==> src/rtl/mem_access_unit.sv <==
// mem_access_unit: MEM-stage data-memory initiator with alignment check, store lane steering, load extension and stall.
module mem_access_unit (
  input  logic        Clock,
  input  logic        Reset,
  input  logic [31:0] AluRes,
  input  logic [31:0] InputData,
  input  logic [1:0]  MemWrite,
  input  logic [2:0]  MemRead,
  output logic        MemStall,
  output logic [31:0] LoadData,
  output logic        LoadValid,
  output logic        MisalignErr,
  output logic        MemReq,
  output logic        MemWe,
  output logic [29:0] MemAddr,
  output logic [3:0]  MemBe,
  output logic [31:0] MemWData,
  input  logic        MemReady,
  input  logic [31:0] MemRData
);
  typedef enum logic [1:0] {IDLE, REQ, DONE} state_t;
  state_t state, stateNext;
  logic isWr, isRd, access, isWord, isHalf, misalign, accept;
  logic [3:0] be;
  logic [31:0] wData, ldVal;
  logic [2:0] ldOp;
  logic [1:0] off;
  logic [7:0] rdByte;
  logic [15:0] rdHalf;
  always_comb begin
    isWr = MemWrite != 2'd0;
    isRd = !isWr && MemRead != 3'd0 && MemRead < 3'd6;
    access = isWr || isRd;
    isWord = isWr ? MemWrite == 2'd3 : MemRead == 3'd5;
    isHalf = isWr ? MemWrite == 2'd2 : (MemRead == 3'd3 || MemRead == 3'd4);
    misalign = isWord ? |AluRes[1:0] : isHalf && AluRes[0];
    accept = state == IDLE && access && !misalign;
    be = MemWrite == 2'd1 ? 4'b0001 << AluRes[1:0] :
         MemWrite == 2'd2 ? (AluRes[1] ? 4'b1100 : 4'b0011) : 4'b1111;
    wData = MemWrite == 2'd1 ? {4{InputData[7:0]}} :
            MemWrite == 2'd2 ? {2{InputData[15:0]}} :
            MemWrite == 2'd3 ? InputData : 32'd0;
    rdByte = MemRData[{off, 3'b000} +: 8];
    rdHalf = off[1] ? MemRData[31:16] : MemRData[15:0];
    ldVal = ldOp == 3'd1 ? {{24{rdByte[7]}}, rdByte} :
            ldOp == 3'd2 ? {24'd0, rdByte} :
            ldOp == 3'd3 ? {{16{rdHalf[15]}}, rdHalf} :
            ldOp == 3'd4 ? {16'd0, rdHalf} : MemRData;
    stateNext = state == IDLE ? (accept ? REQ : IDLE) :
                state == REQ ? (MemReady ? DONE : REQ) : IDLE;
    MemStall = accept || state == REQ;
    MemReq = state == REQ;
    LoadValid = state == DONE && !MemWe;
  end
  always_ff @(posedge Clock) begin
    if (Reset) state <= IDLE;
    else state <= stateNext;
  end
  always_ff @(posedge Clock) begin
    if (Reset) begin
      MisalignErr <= 1'b0;
      LoadData <= 32'd0;
      MemWe <= 1'b0;
      MemAddr <= 30'd0;
      MemBe <= 4'd0;
      MemWData <= 32'd0;
      ldOp <= 3'd0;
      off <= 2'd0;
    end else begin
      MisalignErr <= state == IDLE && access && misalign;
      if (accept) begin
        MemAddr <= AluRes[31:2];
        MemWe <= isWr;
        MemBe <= be;
        MemWData <= wData;
        ldOp <= isWr ? 3'd0 : MemRead;
        off <= AluRes[1:0];
      end
      if (state == REQ && MemReady && !MemWe) LoadData <= ldVal;
    end
  end
endmodule

==> config.mk <==
export PLATFORM = sky130hd
export DESIGN_NAME = mem_access_unit
export DESIGN_NICKNAME = d
export VERILOG_FILES = /design/src/rtl/mem_access_unit.sv
export SDC_FILE = /design/constraint.sdc
export NUM_CORES = 1
export LEC_CHECK = 0
export ABC_AREA = 1
export CORE_MARGIN = 1
export CORE_UTILIZATION = 47
export DETAILED_ROUTE_END_ITERATION = 6
export HOLD_SLACK_MARGIN = 0.08
export PLACE_DENSITY = 0.9
export SLEW_MARGIN = 25
export SYNTH_ARGS = -nofsm -noshare
export SYNTH_HDL_FRONTEND = slang
export SYNTH_SLANG_ARGS = --single-unit
==> constraint.sdc <==
create_clock -name Clock -period 6.55 [get_ports Clock]
set_clock_uncertainty 0.05 [all_clocks]
set_input_delay 1.965 -clock Clock [delete_from_list [all_inputs] [get_ports Clock]]
set_output_delay 1.965 -clock Clock [all_outputs]
set_load 0.03 [all_outputs]
==> impl_metrics.py <==
metrics = {
    "timing": {
        "hold_ws_ns": 0.416,
        "tns_ns": 0,
        "finalHoldViolations": 0,
        "final_max_slew_viol_count": 0,
        "max_slew_margin": 0.441,
        "period_share": 0.816,
        "rsz0062_at_grt": "false",
        "tightest_slew_ns": 0.838,
        "setup_viol": 0,
        "fin_crit_ns": 5.35,
        "fmax_ghz": 0.187,
    },
    "clock_tree": {
        "numCtsBuffers": 9,
        "cts.repair.resized": 0,
        "root_buffer": "clkbuf_8",
        "clkSinkCount": 107,
        "clk_pin_slew_ns": 0.09,
        "clockBufferDepth": 2,
        "h-tree-depth": 3,
        "worst_skew_pair.late_latency_ns": 0.38,
        "postCtsHoldBufs": 0,
        "cts_tree": "built",
        "post_cts_buffers": 0,
    },
    "global_routing": {
        "grt_max_degree": 85,
        "track_usage": 0.284,
        "grt_pass1_vias": 5146,
        "antenna_found_initial": 0,
        "overflow": 0,
        "grt_pass1_wl_um": 25600,
    },
    "final_layout": {
        "regArea_sq_um": 2140,
        "diodes": 0,
        "multi_input_area_sq_um": 2480,
        "drive_gt1_frac": 0.0391,
        "final_nets": 994,
        "fill_cells": 891,
        "syn_to_final_growth_pct": 43.2,
    },
    "detailed_routing": {
        "detail-route-antenna-nets": 0,
        "drt_iter0_drc": 455,
        "wirelength_um": 16300,
        "vias": 5731,
        "first_pass_iters": 5,
        "wl_per_cell_um": 15.8,
        "drc": 0,
        "viasPerCell": 5.56,
    },
    "yosys": {
        "synth_compound_gate_area_share": 0.226,
        "synth-seq-cells": 107,
        "syn_area_sq_um": 5080,
        "synth_top_family_by_area": "simple AND/OR/NAND/NOR gates",
        "synth_fa_ha_area_frac": 0,
        "synth_fp_nets": 828,
        "muxShareOfSynthArea": 0,
        "synth_cells": 724,
        "synthXorXnorAreaFrac": 0,
        "ys_seq_area_frac": 0.421,
        "synth-simple-area-share": 0.260,
        "synth_warnings": 0,
        "avgSynthCellArea_sq_um": 7.02,
        "synth.distinct_cells": 25,
    },
    "critical_path": {
        "critPathMaxFanout": 6,
        "r2r_setup_slack_ns": 4.10,
        "critPathArrivalTime_ns": 3.33,
        "r2r_cells": 7,
        "crit_end": "MemStall",
        "r2r-start": "off[1]$_SDFFE_PP0P_",
        "startpoint": "MemWrite[1]",
        "endpoint_kind": "output pin",
        "start_kind": "primary input",
        "r2r-end": "LoadData[21]$_SDFFE_PP0P_",
        "required_ns": 4.53,
        "path_class": "in2out",
    },
    "floorplanning": {
        "coreArea_sq_um": 10400,
        "io_pins": 207,
        "fp.dieH_um": 106,
        "rows": 37,
        "start_util": 0.488,
        "dieArea_sq_um": 11200,
        "die_x_um": 106,
    },
    "worst_hold_path": {
        "hp-class": "reg2reg",
    },
    "power": {
        "p_total_mw": 1.71,
        "p_leak_nw": 2.84,
        "irDropWorstVdd_v": 0.000133,
        "p_per_area_nw_per_um2": 235,
    },
    "outcome": {
        "status": "finished, final reports clean",
    },
    "job": {
        "max_cap_viol_count": 0,
    },
    "placement": {
        "port_buffers": 206,
        "hpwl_um": 11100,
        "place_congestion": 0.940,
    },
}
-- power by group --
part	switching, mW	leakage, nW	internal, mW
clock	0.240	0.0920	0.155
combinational	0.339	1.87	0.226
sequential	0.0396	0.877	0.709
total	0.618	2.84	1.09
-- critical path, cell delays in order --
cell and delay (ns):
clkdlybuf4s50_1 0.55, nor2_4 0.20, nand2_2 0.09, nor2_4 0.16, nor2_8 0.04, nand3_2 0.08, nand2_1 0.06, buf_4 0.18
-- sequential cells by signal, indices dropped and copies added (netlist names) --
register,cells
LoadData,32
MemAddr,30
MemBe,4
MemWData,32
MemWe,1
MisalignErr,1
ldOp,3
off,2
state,2
-- cells in the final DEF (no fill, tap or decap) --
cell type,instances
nor3_1,2
nor2_1,35
nand3b_1,1
or2_2,1
nor2_2,1
o21ai_1,1
clkinv_4,2
dfxtp_1,107
clkinvlp_4,1
nor2_4,2
inv_6,1
inv_2,2
nand4_1,61
clkinv_1,2
nand3_1,25
nor2_8,1
nand2_2,3
clkdlybuf4s50_1,204
a21oi_1,111
nand3_2,1
inv_1,50
nand2_1,154
buf_4,7
clkbuf_8,10
inv_8,1
o211ai_1,23
clkbuf_1,1
nor3_2,1
o21ai_0,83
buf_2,1
-- layout make-up --
type	count	share of cell area
timing repair buffer	212	0.289
multi-input combinational	506	0.340
clock inverter	5	0.00619
sequential	107	0.294
inverter	54	0.0279
tap	136	0.0234
clock buffer	11	0.0194
-- kinds of logic (layout without fill, tap and decap cells) --
| kind of cell | after synthesis | in the layout |
|---|---|---|
| buffers and inverters | 111 | 282 |
| DFF | 107 | 107 |
| AOI/OAI and AO/OA | 218 | 218 |
| and+or+nand+nor | 288 | 288 |
-- per-stage QoR --
| stage | area, sq um | setup WS, ns | std cells | util |
|---|---|---|---|---|
| finish | 7280 | 1.20 | 1031 | 0.699 |
| global placement | 7090 | 1.26 | 1015 | 0.681 |
| CTS | 7280 | 1.21 | 1031 | 0.699 |
| detailed placement | 7090 | 1.22 | 1015 | 0.681 |
| global route | 7280 | 1.13 | 1031 | 0.699 |
| floorplan | 5080 | 1.45 | 724 | - |
-- Yosys cell counts --
master / number / area share
a21oi_1: 111 / 0.11
buf_1: 10 / 0.0074
buf_2: 9 / 0.0089
buf_4: 1 / 0.0015
buf_6: 5 / 0.011
clkbuf_1: 32 / 0.024
clkinv_1: 2 / 0.0015
dfxtp_1: 107 / 0.42
inv_1: 51 / 0.038
inv_2: 1 / 0.00074
nand2_1: 154 / 0.11
nand2_2: 3 / 0.0037
nand3_1: 25 / 0.025
nand3_2: 1 / 0.0020
nand3b_1: 1 / 0.0015
nand4_1: 61 / 0.075
nor2_1: 35 / 0.026
nor2_2: 1 / 0.0012
nor2_4: 2 / 0.0044
nor2_8: 1 / 0.0039
nor3_1: 3 / 0.0030
o211ai_1: 23 / 0.034
o21ai_0: 83 / 0.082
o21ai_1: 1 / 0.00098
or2_2: 1 / 0.0012
-- metal layers --
| layer | global-route usage | vias up | routed length, um |
|---|---|---|---|
| li1 | - | 2810 | - |
| met1 | 0.363 | 2568 | 6780 |
| met2 | 0.453 | 318 | 7570 |
| met3 | 0.0687 | 35 | 1500 |
| met4 | 0.126 | 0 | 467 |
| met5 | 0 | - | 0 |
-- worst min path at each step --
stage | start | cells after the start | slack (ns) | end
2_1_floorplan | ldOp[2]$_SDFFE_PP0P_ | 2 | 0.41 | ldOp[2]$_SDFFE_PP0P_
4_1_cts | MemAddr[17]$_SDFFE_PP0P_ | 2 | 0.42 | MemAddr[17]$_SDFFE_PP0P_
5_1_grt | MemAddr[9]$_SDFFE_PP0P_ | 2 | 0.43 | MemAddr[9]$_SDFFE_PP0P_
3_3_place_gp | MemAddr[18]$_SDFFE_PP0P_ | 2 | 0.40 | MemAddr[18]$_SDFFE_PP0P_
6_report | MemAddr[7]$_SDFFE_PP0P_ | 2 | 0.42 | MemAddr[7]$_SDFFE_PP0P_
3_5_place_dp | MemAddr[24]$_SDFFE_PP0P_ | 2 | 0.40 | MemAddr[24]$_SDFFE_PP0P_
Note: power is estimated with default switching activity, not from simulation.
